==> src/rtl/dds_multich_ctrl.sv <==
// dds_multich_ctrl: multi-channel DDS phase/amplitude controller.
// A programmable divider produces the sample tick. Each channel keeps
// double-buffered freq/poff/ampl words that are committed atomically on a tick.
// Optional build macro DDS_PHASE_CLEAR_EN: a commit with cfg_data[0]=1 zeroes
// every accumulator on the commit tick so all channels restart phase-aligned.

module dds_ch #(
    parameter int ACC_WIDTH  = 28,
    parameter int ADDR_WIDTH = 16,
    parameter int DAC_WIDTH  = 12
) (
    input  logic                  clk,
    input  logic                  rst,
    input  logic                  wr_freq,
    input  logic                  wr_poff,
    input  logic                  wr_ampl,
    input  logic                  commit,
    input  logic                  phase_clr,
    input  logic                  step,
    input  logic                  load,
    input  logic [ACC_WIDTH-1:0]  cfg_data,
    output logic [ADDR_WIDTH-1:0] phase_addr,
    output logic [DAC_WIDTH-1:0]  ampl
);
    logic [ACC_WIDTH-1:0] sh_freq, sh_poff, act_freq, act_poff, acc, phase;
    logic [DAC_WIDTH-1:0] sh_ampl, act_ampl;

    assign phase = acc + act_poff;

    // Shadow words take host writes at any time while the top accepts them
    always_ff @(posedge clk) begin
        if (rst) begin
            sh_freq <= '0;
            sh_poff <= '0;
            sh_ampl <= '0;
        end else begin
            if (wr_freq) sh_freq <= cfg_data;
            if (wr_poff) sh_poff <= cfg_data;
            if (wr_ampl) sh_ampl <= cfg_data[DAC_WIDTH-1:0];
        end
    end

    // Active words change only on a commit tick, all together
    always_ff @(posedge clk) begin
        if (rst) begin
            act_freq <= '0;
            act_poff <= '0;
            act_ampl <= '0;
        end else if (commit) begin
            act_freq <= sh_freq;
            act_poff <= sh_poff;
            act_ampl <= sh_ampl;
        end
    end

    // Accumulator steps with the pre-commit freq; wrap is silent
    always_ff @(posedge clk) begin
        if (rst)       acc <= '0;
        else if (step) acc <= phase_clr ? '0 : acc + act_freq;
    end

    // Output register loads one cycle after the tick, from the updated acc
    always_ff @(posedge clk) begin
        if (rst) begin
            phase_addr <= '0;
            ampl       <= '0;
        end else if (load) begin
            phase_addr <= ADDR_WIDTH'(phase >> (ACC_WIDTH - ADDR_WIDTH));
            ampl       <= act_ampl;
        end
    end
endmodule

module dds_multich_ctrl #(
    parameter int NUM_CH     = 2,
    parameter int ACC_WIDTH  = 28,
    parameter int ADDR_WIDTH = 16,
    parameter int DAC_WIDTH  = 12,
    parameter int DIV_WIDTH  = 16,
    localparam int CH_W      = (NUM_CH > 1) ? $clog2(NUM_CH) : 1
) (
    input  logic                         clk,
    input  logic                         rst,
    input  logic [DIV_WIDTH-1:0]         div_ratio,
    input  logic                         cfg_valid,
    output logic                         cfg_ready,
    input  logic [CH_W-1:0]              cfg_ch,
    input  logic [1:0]                   cfg_sel,
    input  logic [ACC_WIDTH-1:0]         cfg_data,
    output logic                         tick,
    output logic [NUM_CH*ADDR_WIDTH-1:0] phase_addr,
    output logic [NUM_CH*DAC_WIDTH-1:0]  ampl,
    output logic                         out_valid
);
    localparam int STAGES = 2;

    logic [DIV_WIDTH-1:0] cnt;
    logic                 pending;
    logic                 xfer;
    logic                 commit_now;
    logic                 do_clear;
    logic [STAGES:0]      vld_pipe;

    assign tick       = !rst && (cnt >= div_ratio);
    assign cfg_ready  = !rst && !pending;
    assign xfer       = cfg_valid && cfg_ready;
    assign commit_now = tick && pending;
    assign vld_pipe[0] = tick;
    assign out_valid  = vld_pipe[STAGES];

    // Sample divider: a lowered div_ratio below cnt fires on the next cycle
    always_ff @(posedge clk) begin
        if (rst)       cnt <= '0;
        else if (tick) cnt <= '0;
        else           cnt <= cnt + 1'b1;
    end

    // Commit request waits for the first tick after acceptance
    always_ff @(posedge clk) begin
        if (rst)                        pending <= 1'b0;
        else if (xfer && cfg_sel == 2'd3) pending <= 1'b1;
        else if (commit_now)            pending <= 1'b0;
    end

`ifdef DDS_PHASE_CLEAR_EN
    logic clr_pend;

    // Phase-clear request travels with the pending commit
    always_ff @(posedge clk) begin
        if (rst)                          clr_pend <= 1'b0;
        else if (xfer && cfg_sel == 2'd3) clr_pend <= cfg_data[0];
    end

    assign do_clear = commit_now && clr_pend;
`else
    assign do_clear = 1'b0;
`endif

    // Tick -> load -> out_valid
    always_ff @(posedge clk) begin
        if (rst) vld_pipe[STAGES:1] <= '0;
        else     vld_pipe[STAGES:1] <= vld_pipe[STAGES-1:0];
    end

    for (genvar c = 0; c < NUM_CH; c++) begin : g_ch
        logic hit;
        // Out-of-range channel indices match no lane, so the write drops
        assign hit = xfer && (cfg_ch == CH_W'(c));

        dds_ch #(
            .ACC_WIDTH (ACC_WIDTH),
            .ADDR_WIDTH(ADDR_WIDTH),
            .DAC_WIDTH (DAC_WIDTH)
        ) u_ch (
            .clk       (clk),
            .rst       (rst),
            .wr_freq   (hit && cfg_sel == 2'd0),
            .wr_poff   (hit && cfg_sel == 2'd1),
            .wr_ampl   (hit && cfg_sel == 2'd2),
            .commit    (commit_now),
            .phase_clr (do_clear),
            .step      (tick),
            .load      (vld_pipe[1]),
            .cfg_data  (cfg_data),
            .phase_addr(phase_addr[c*ADDR_WIDTH +: ADDR_WIDTH]),
            .ampl      (ampl[c*DAC_WIDTH +: DAC_WIDTH])
        );
    end
endmodule

==> config.mk <==
export PLATFORM = sky130hd
export DESIGN_NAME = dds_multich_ctrl
export DESIGN_NICKNAME = d
export VERILOG_FILES = /design/src/rtl/dds_multich_ctrl.sv
export SDC_FILE = /design/constraint.sdc
export NUM_CORES = 1
export LEC_CHECK = 0
export BUFFER_PORTS_ARGS = -buffer_cell sky130_fd_sc_hd__buf_2
export CAP_MARGIN = 20
export CORE_MARGIN = 2
export CORE_UTILIZATION = 45
export CTS_CLUSTER_DIAMETER = 120
export DETAILED_ROUTE_END_ITERATION = 10
export HOLD_SLACK_MARGIN = 0.1
export PLACE_DENSITY = 0.73
export SYNTH_ARGS = -nofsm -noshare
export SYNTH_HDL_FRONTEND = slang
export SYNTH_HIERARCHICAL = 1
export SYNTH_SLANG_ARGS = --single-unit
export TNS_END_PERCENT = 10
==> constraint.sdc <==
create_clock -name clk -period 4.61 [get_ports clk]
set_clock_uncertainty 0.15 [all_clocks]
set_input_delay 0.2305 -clock clk [delete_from_list [all_inputs] [get_ports clk]]
set_output_delay 0.2305 -clock clk [all_outputs]
set_load 0.01 [all_outputs]
; ---- Word-level counts from Yosys, hierarchy flattened
; Cells that the tools add are included.
[word_totals]
regBits = 403
latch_bits = 0
mem_bits_rw = 0
romBits = 0
out_inout_bits = 59
wordCells = 51
n_memories = 0
[op_classes]
n_addsub = 5
multipliers = 0
n_div = 0
magnitude_cmp = 1
n_eq_ne = 3
shift = 0
mux = 2
bitwise = 1
n_reduce_logical = 18
[ops]
columns = operator, count
row1 = 28-bit adder, 4
row2 = "16-bit by 1-bit adder with 16-bit output, second input constant", 1
row3 = 16-bit >= comparator, 1
row4 = 1-bit logical AND, 13
row5 = "2-bit equality test, second input constant", 2
row6 = "2-bit by 1-bit equality test with 1-bit output, second input constant", 1
row7 = 1-bit logical NOT, 2
row8 = 2-bit logical NOT, 1
row9 = 1-bit two-way mux, 2
row10 = 2-bit nonzero test, 1
row11 = 2-bit OR reduction, 1
row12 = 1-bit inverter, 1

; ---- Depth between registers and ports, before layout
; Gate-level depths: netlist of run 1.
[depth]
word_depth = 5
depth_mapped = 15
depth_no_buf = 14

; ---- Modules after synthesis
; The synthesis of run 1 kept the hierarchy.
[modules_own_cells]
columns = module, instances, cells_per_inst, area_each_um2, seq_area_each_um2
row1 = dds_ch (g_ch[0].u_ch), 1, 938, 8854.7, 3843.7
row2 = dds_ch (g_ch[1].u_ch), 1, 921, 8853.5, 3843.7
row3 = dds_multich_ctrl, 1, 149, 1246.2, 380.4

; ---- Worst setup path after synthesis of run 1
; No wires, ideal clock.
[synth_path]
path_type = register to register
from = register cnt[0]
to = register g_ch[1].u_ch.acc[26]
setup_ps = 79
arrival_time_ps = 3110
required_time_ps = 4381
path_slack_ps = 1271
stages_incl_launch_ff = 13
path_buffers = 1
path_cell_list = dfxtp_1 > inv_1 > ha_1 > nand2b_4 > a2111oi_4 > o31ai_1 > a21oi_1 > nor2_1 > inv_1 > or3_1 > clkbuf_1 > or3_1 > o211ai_1
[synth_between]
elab_chain_len = 2
[synth_rtl]
columns = item, line_no
row1 = "start, declared", 97  ; logic [DIV_WIDTH-1:0] cnt;
row2 = "start signal, assigned", 115  ; else cnt <= cnt + 1'b1;
row3 = 16-bit >= comparator, 104  ; assign tick = !rst && (cnt >= div_ratio);
row4 = 1-bit logical AND, 104
row5 = via tick, 90  ; output logic tick,
row6 = "end signal, assigned", 59  ; else if (step) acc <= phase_clr ? '0 : acc + act_freq;
row7 = "end, declared", 25  ; logic [ACC_WIDTH-1:0] sh_freq, sh_poff, act_freq, act_poff, acc, phase;
; The timed path passes the listed nets, and every way through them passes these cells.
; A chain may end at the register's enable or synchronous reset.

; ---- Worst setup path after layout of run 1
[layout_path]
from = register cnt[9]
to = register g_ch[0].u_ch.acc[20]
[layout_between]
elab_chain_len = 2
[layout_rtl]
columns = item, line_no
row1 = 16-bit >= comparator, 104
row2 = 1-bit logical AND, 104
row3 = "end signal, assigned", 59
row4 = "end, declared", 25
; No other way between the ends.

==> impl_metrics.env, run 1 <==
export IMPL_hpwl_mm=30.3
export IMPL_grt_pass1_wl_mm=71.8
export IMPL_dp_cells=2587
export IMPL_grt_max_degree=137
export IMPL_wl_per_cell_um=16.4
export IMPL_critical_path_class="reg -> reg"
export IMPL_fin_cells=2692
export IMPL_first_pass_iters=5
export IMPL_powerDensity_nw_per_um2=328
export IMPL_reg2reg_slack_ns=0.77
export IMPL_yosys_warnings=6
export IMPL_numCtsBuffers=41
export IMPL_netlist_area_um2=19000
export IMPL_synth_top_area_share=0.426
export IMPL_die_area_um2=43800
export IMPL_hold_violations=0
export IMPL_fin_crit_ns=3.84
export IMPL_mostFrequentLayoutCell="nor2_1"
export IMPL_worstPathArrival_ns=4.16
export IMPL_cp_end_kind="register"
export IMPL_clock_latency_ns=0.54
export IMPL_p_leak_nw=8.82
export IMPL_drt_iter0_drc=833
export IMPL_rows=75
export IMPL_setup_tns_ns=0
export IMPL_core_um2=41800
export IMPL_cts_resized=0
export IMPL_clk_pin_slew_worst_paths_ns=0.06
export IMPL_path_common_cell="nor2b_1"
export IMPL_htreeDepth=2
export IMPL_required_ns=4.93
export IMPL_regToRegEndpoint="g_ch[0].u_ch/acc[20]"
export IMPL_dr_max_layer_used="met4"
export IMPL_cts_root_buf="clkbuf_16"
export IMPL_drc_errors=0
export IMPL_setup_worst_path_start_class="register"
export IMPL_cap_violations=0
export IMPL_synthesis_instances=2008
export IMPL_tightest_slew_ns=1.11
export IMPL_wl_met3_mm=1.62
export IMPL_vdd_drop_max_uv=254
export IMPL_path_max_fanout=12
export IMPL_period_share=0.833
export IMPL_whs_path_depth=5
export IMPL_grt_overflow=0
export IMPL_ant_nets=0
export IMPL_io_pins=109
export IMPL_vias=14400
export IMPL_die_x_um=209
export IMPL_yosys_most_used_dff="dfxtp_1"
export IMPL_synth_distinct_cells=83
export IMPL_slowest_delay_ns=0.72
export IMPL_fin_nets=2299
export IMPL_place_gp_congestion=0.875
export IMPL_fp_dieH_um=209
export IMPL_grt_pass1_vias=14200
export IMPL_async_reset_ff_frac=0
export IMPL_antenna_found_initial=0
export IMPL_critical_path_endpoint="g_ch[0].u_ch/acc[20]"
export IMPL_io_buffers=108
export IMPL_syn_to_final_growth_pct=14.6
export IMPL_relSlewSlack=0.260
export IMPL_layout_common_cells="403 x nor2_1, 402 x dfxtp_1, 317 x mux2i_1"
export IMPL_r2r_start="cnt[9]"
export IMPL_hold_class="in -> reg"
export IMPL_crit_chain="ha_1 -> and3_1 -> nand3_1 -> o31ai_1 -> a21oi_1 -> nor2_2 -> buf_4 -> nor2b_1 -> nor2b_1 -> inv_1 -> nor3_1 -> mux2i_1 -> nand2_1"
export IMPL_cts_buffer_depth=3
export IMPL_rsz0062_at_grt="no"
export IMPL_slowest_stage="nor2b_1"
export IMPL_vias_per_cell=5.35
export IMPL_drt_met1_wl_mm=20.8
export IMPL_drive_gt1_frac=0.105
export IMPL_max_freq_mhz=260
export IMPL_avgSynthCellArea_um2=9.44
export IMPL_drt_wl_total_mm=44.2
export IMPL_critPathLaunch="cnt[9]"
export IMPL_synth_edf_count=0
export IMPL_synth_area_leader_cell="dfxtp_1"
export IMPL_grt_use_total=0.200
export IMPL_route_met2_wl_mm=20.8
export IMPL_start_util=0.454
export IMPL_setup_violations=0
export IMPL_synth_area_leaders="dfxtp_1 43%, mux2i_1 17%, ha_1 8.1%"
export IMPL_cts_tree="done"
export IMPL_r2r_cells=13
export IMPL_clkSinkCount=403
export IMPL_status="finished, final reports clean"
export IMPL_antennaDiodeCount=0
export IMPL_synth_seq_cells=403
export IMPL_slew_viol_final=0
export IMPL_ys_seq_area_frac=0.426
[where the power goes]
part	switching (mW)	leakage, nW	internal (mW)
Clock	1.37	0.670	2.04
Sequential	0.0106	3.25	3.50
Combinational	0.141	4.91	0.0767
Total	1.52	8.82	5.62
[timing repair]
action                                 CTS  global route
endpoints found under the hold margin  191             0
buffers inserted                         0             0
hold buffers                            33             0
[layout make-up]
type	count	area, µm²
fill	3677	20000
inverter	39	146
multi-input combinational	1482	10500
tap	539	674
clock buffer	55	1120
clock inverter	17	245
timing repair buffer	157	1010
sequential	403	8070
[state kept, by name, indices dropped and copies added, names as in the netlist]
| name | count |
|---|---|
| g_ch.u_ch/sh_ampl | 24 |
| g_ch.u_ch/sh_freq | 56 |
| out_valid | 1 |
| vld_pipe | 1 |
| g_ch.u_ch/act_freq | 56 |
| g_ch.u_ch/act_poff | 56 |
| g_ch.u_ch/acc | 56 |
| g_ch.u_ch/sh_poff | 56 |
| g_ch.u_ch/ampl | 24 |
| cnt | 16 |
| pending | 1 |
| g_ch.u_ch/act_ampl | 24 |
| g_ch.u_ch/phase_addr | 32 |
[synth_stat cells, drive strengths merged, types with 6 or more instances]
cell type,n
o21ai,63
nor3,10
xnor2,44
a22oi,9
nand3,32
dfxtp,403
o21bai,7
nor4,6
o31ai,7
o211ai,8
a211o,9
ha,123
nand2b,19
clkbuf,61
o22ai,7
nand4,13
nor3b,6
xor2,41
nor2,408
inv,39
nand2,74
a22o,6
o21a,11
mux2i,317
a21oi,105
buf,32
nor2b,24
a31oi,9
a21o,33
and3,10
a211oi,12
[critical path, delay by kind of cell, from the launching register on]
kind            cells  cell delay (ns)
compound gates      2             0.49
fa+ha+maj           1             0.32
mux                 1             0.10
simple gates        7             1.88
flops               1             0.36
buf+inv             2             0.45
[stage by stage]
stage                     hold slack (ns)   util  setup WS, ns  cell area, µm²  power, mW
after CTS                           0.172  0.520         0.785           21700       7.21
final                               0.189  0.520         0.770           21700       7.13
after global routing                0.214  0.520         0.449           21700       7.36
after global placement              0.311  0.480         0.901           20000       3.78
after floorplan                     0.152      -          1.27           19000       3.70
after detailed placement            0.318  0.480         0.807           20000       3.78
[how the worst min path moves through the flow]
stage               slack (ns)                   startpoint                     endpoint
floorplan                 0.15                          rst                    out_valid
detailed placement        0.32                       cnt[0]                       cnt[0]
finish                    0.19                       cfg_ch      g_ch[0].u_ch/sh_ampl[2]
CTS                       0.17                       cfg_ch      g_ch[0].u_ch/sh_ampl[0]
global placement          0.31  g_ch[1].u_ch/phase_addr[10]  g_ch[1].u_ch/phase_addr[10]
global route              0.21                       cfg_ch     g_ch[0].u_ch/sh_ampl[10]
[per-layer routing]
layer | GRT usage | up-vias
met4 | 0.0638 | 0
met1 | 0.263 | 6896
met2 | 0.338 | 219
met5 | 0 | -
met3 | 0.0299 | 59
li1 | - | 7238
[cells by family after synthesis]
group,after synthesis,share of synthesized area
adder cells (fa/ha/maj),125,0.0833
other,1,0.000198
multiplexers,318,0.168
flip-flops,403,0.426
XOR/XNOR,85,0.0393
AND/OR/NAND/NOR,627,0.144
AO/OA/AOI/OAI,317,0.112
buffers and inverters,132,0.0271
(Power assumes the default switching activity.)
==> inputs of run 2 (changes only) <==
Settings changed: PLACE_DENSITY 0.73 to 0.75.
Clock period 4.61 ns to 3.5 ns, I/O delays scaled along.
==> run 2 against run 1 <==
Compared with the run above: final area up 0.68%; register-to-register slack worse by 0.49 ns; power up 31%; sequential power up 32%; critical path depth down 2; clock power up 30%; sequential share of layout area down 0.25 points; via count up 2.2%; sequential cell count unchanged; critical path type unchanged.
==> impl_metrics.env, run 2 (synthesis gave the netlist of run 1 again) <==
export IMPL_status="finished, final reports clean"
export IMPL_drive_gt1_frac=0.113
export IMPL_setup_violations=0
export IMPL_worstPathArrival_ns=3.54
export IMPL_path_common_cell="or3_1"
export IMPL_start_util=0.454
export IMPL_hold_class="in -> reg"
export IMPL_place_gp_congestion=0.879
export IMPL_grt_overflow=0
export IMPL_setup_worst_path_start_class="register"
export IMPL_path_max_fanout=7
export IMPL_post_cts_buffers=0
export IMPL_syn_to_final_growth_pct=15.4
export IMPL_slowest_delay_ns=0.43
export IMPL_grt_pass1_vias=14400
export IMPL_clock_latency_ns=0.54
export IMPL_antenna_found_initial=2
export IMPL_tightest_slew_ns=0.993
export IMPL_drt_iter0_drc=1017
export IMPL_crit_buf_inv=2
export IMPL_hold_violations=0
export IMPL_vias=14700
export IMPL_relSlewSlack=0.338
export IMPL_die_area_um2=43800
export IMPL_rsz0062_at_grt="no"
export IMPL_crit_chain="ha_1 -> and3_1 -> nand3_1 -> o31ai_1 -> a21oi_1 -> nor2_2 -> inv_1 -> or3_1 -> buf_4 -> or3_1 -> o211ai_1"
export IMPL_clkSinkCount=403
export IMPL_cts_buffer_depth=3
export IMPL_grt_max_degree=100
export IMPL_cap_violations=0
export IMPL_required_ns=3.81
export IMPL_placed_area_um2=20200
export IMPL_numCtsBuffers=41
export IMPL_p_leak_nw=8.90
export IMPL_htreeDepth=2
export IMPL_first_pass_iters=5
export IMPL_cts_root_buf="clkbuf_16"
export IMPL_setup_tns_ns=0
export IMPL_slew_viol_final=0
export IMPL_powerDensity_nw_per_um2=427
export IMPL_hpwl_mm=32.3
export IMPL_vdd_drop_max_uv=259
export IMPL_drt_wl_total_mm=46.1
export IMPL_p_total_mw=9.34
export IMPL_critical_path_class="reg -> reg"
export IMPL_fin_crit_ns=3.22
export IMPL_fin_nets=2314
export IMPL_io_buffers=108
export IMPL_max_freq_mhz=310
export IMPL_period_share=0.921
export IMPL_drc_errors=0
export IMPL_cts_tree="done"
export IMPL_die_x_um=209
export IMPL_vias_per_cell=5.44
export IMPL_io_pins=109
export IMPL_mostFrequentLayoutCell="nor2_1"
export IMPL_fp_dieH_um=209
export IMPL_slowest_stage="or3_1"
export IMPL_rows=75
export IMPL_cp_end_kind="register"
export IMPL_fin_util=0.524
export IMPL_core_um2=41800
export IMPL_clk_pin_slew_worst_paths_ns=0.06
export IMPL_grt_pass1_wl_mm=74.5
export IMPL_wl_per_cell_um=17.0
export IMPL_layout_common_cells="403 x nor2_1, 402 x dfxtp_1, 317 x mux2i_1"
export IMPL_final_area_um2=21900
export IMPL_cp_top_family="simple AND/OR/NAND/NOR gates"
export IMPL_grt_use_total=0.208
export IMPL_ant_nets=0
[run 2: final timing paths]
path | cells after the start | slack [ns] | end | startpoint
setup / recovery | 11 | 0.28 | g_ch[1].u_ch/acc[26] | cnt[9]
hold / removal | 5 | 0.13 | g_ch[0].u_ch/sh_ampl[3] | cfg_ch
setup reg to reg | 11 | 0.28 | g_ch[1].u_ch/acc[26] | cnt[9]
hold reg to reg | 1 | 0.33 | g_ch[1].u_ch/phase_addr[14] | g_ch[1].u_ch/phase_addr[14]
[run 2: area by class of cell]
class                      instances  area (µm²)
multi-input combinational       1482       10500
sequential                       403        8070
clock inverter                    13         184
clock buffer                      56        1170
inverter                          39         146
timing repair buffer             172        1160
fill                            3641       19900
antenna                            2        5.00
tap                              539         674
[run 2: repair_timing]
item	in CTS	in global routing
setup endpoints to repair	0	2
resized for setup	0	1
hold buffers	32	0
endpoints found under the hold margin	154	0
[run 2: per-layer routing]
metal	share of wire	GRT usage	up-vias
li1	-	-	7286
met2	0.47	0.351	302
met3	0.054	0.0380	82
met1	0.45	0.272	7057
met5	0	0	-
met4	0.025	0.0623	0
[run 2: metrics by stage]
step | hold slack (ns) | cells | setup slack (ns)
floorplan | 0.0966 | 2017 | 0.161
finish | 0.134 | 2706 | 0.276
global route | 0.153 | 2706 | 0.0506
CTS | 0.120 | 2704 | 0.247
detailed placement | 0.315 | 2603 | 0.273
global placement | 0.312 | 2603 | 0.331
[run 2: power by group]
part | switching (mW) | internal, mW
Sequential | 0.0143 | 4.61
Clock | 1.79 | 2.64
Combinational | 0.186 | 0.104
[run 2: worst register-to-register path, cell delays in order (launching register included)]
cell and delay (ns):
dfxtp_1 0.36, ha_1 0.31, and3_1 0.20, nand3_1 0.10, o31ai_1 0.28, a21oi_1 0.21, nor2_2 0.37, inv_1 0.12
or3_1 0.43, buf_4 0.18, or3_1 0.30, o211ai_1 0.15
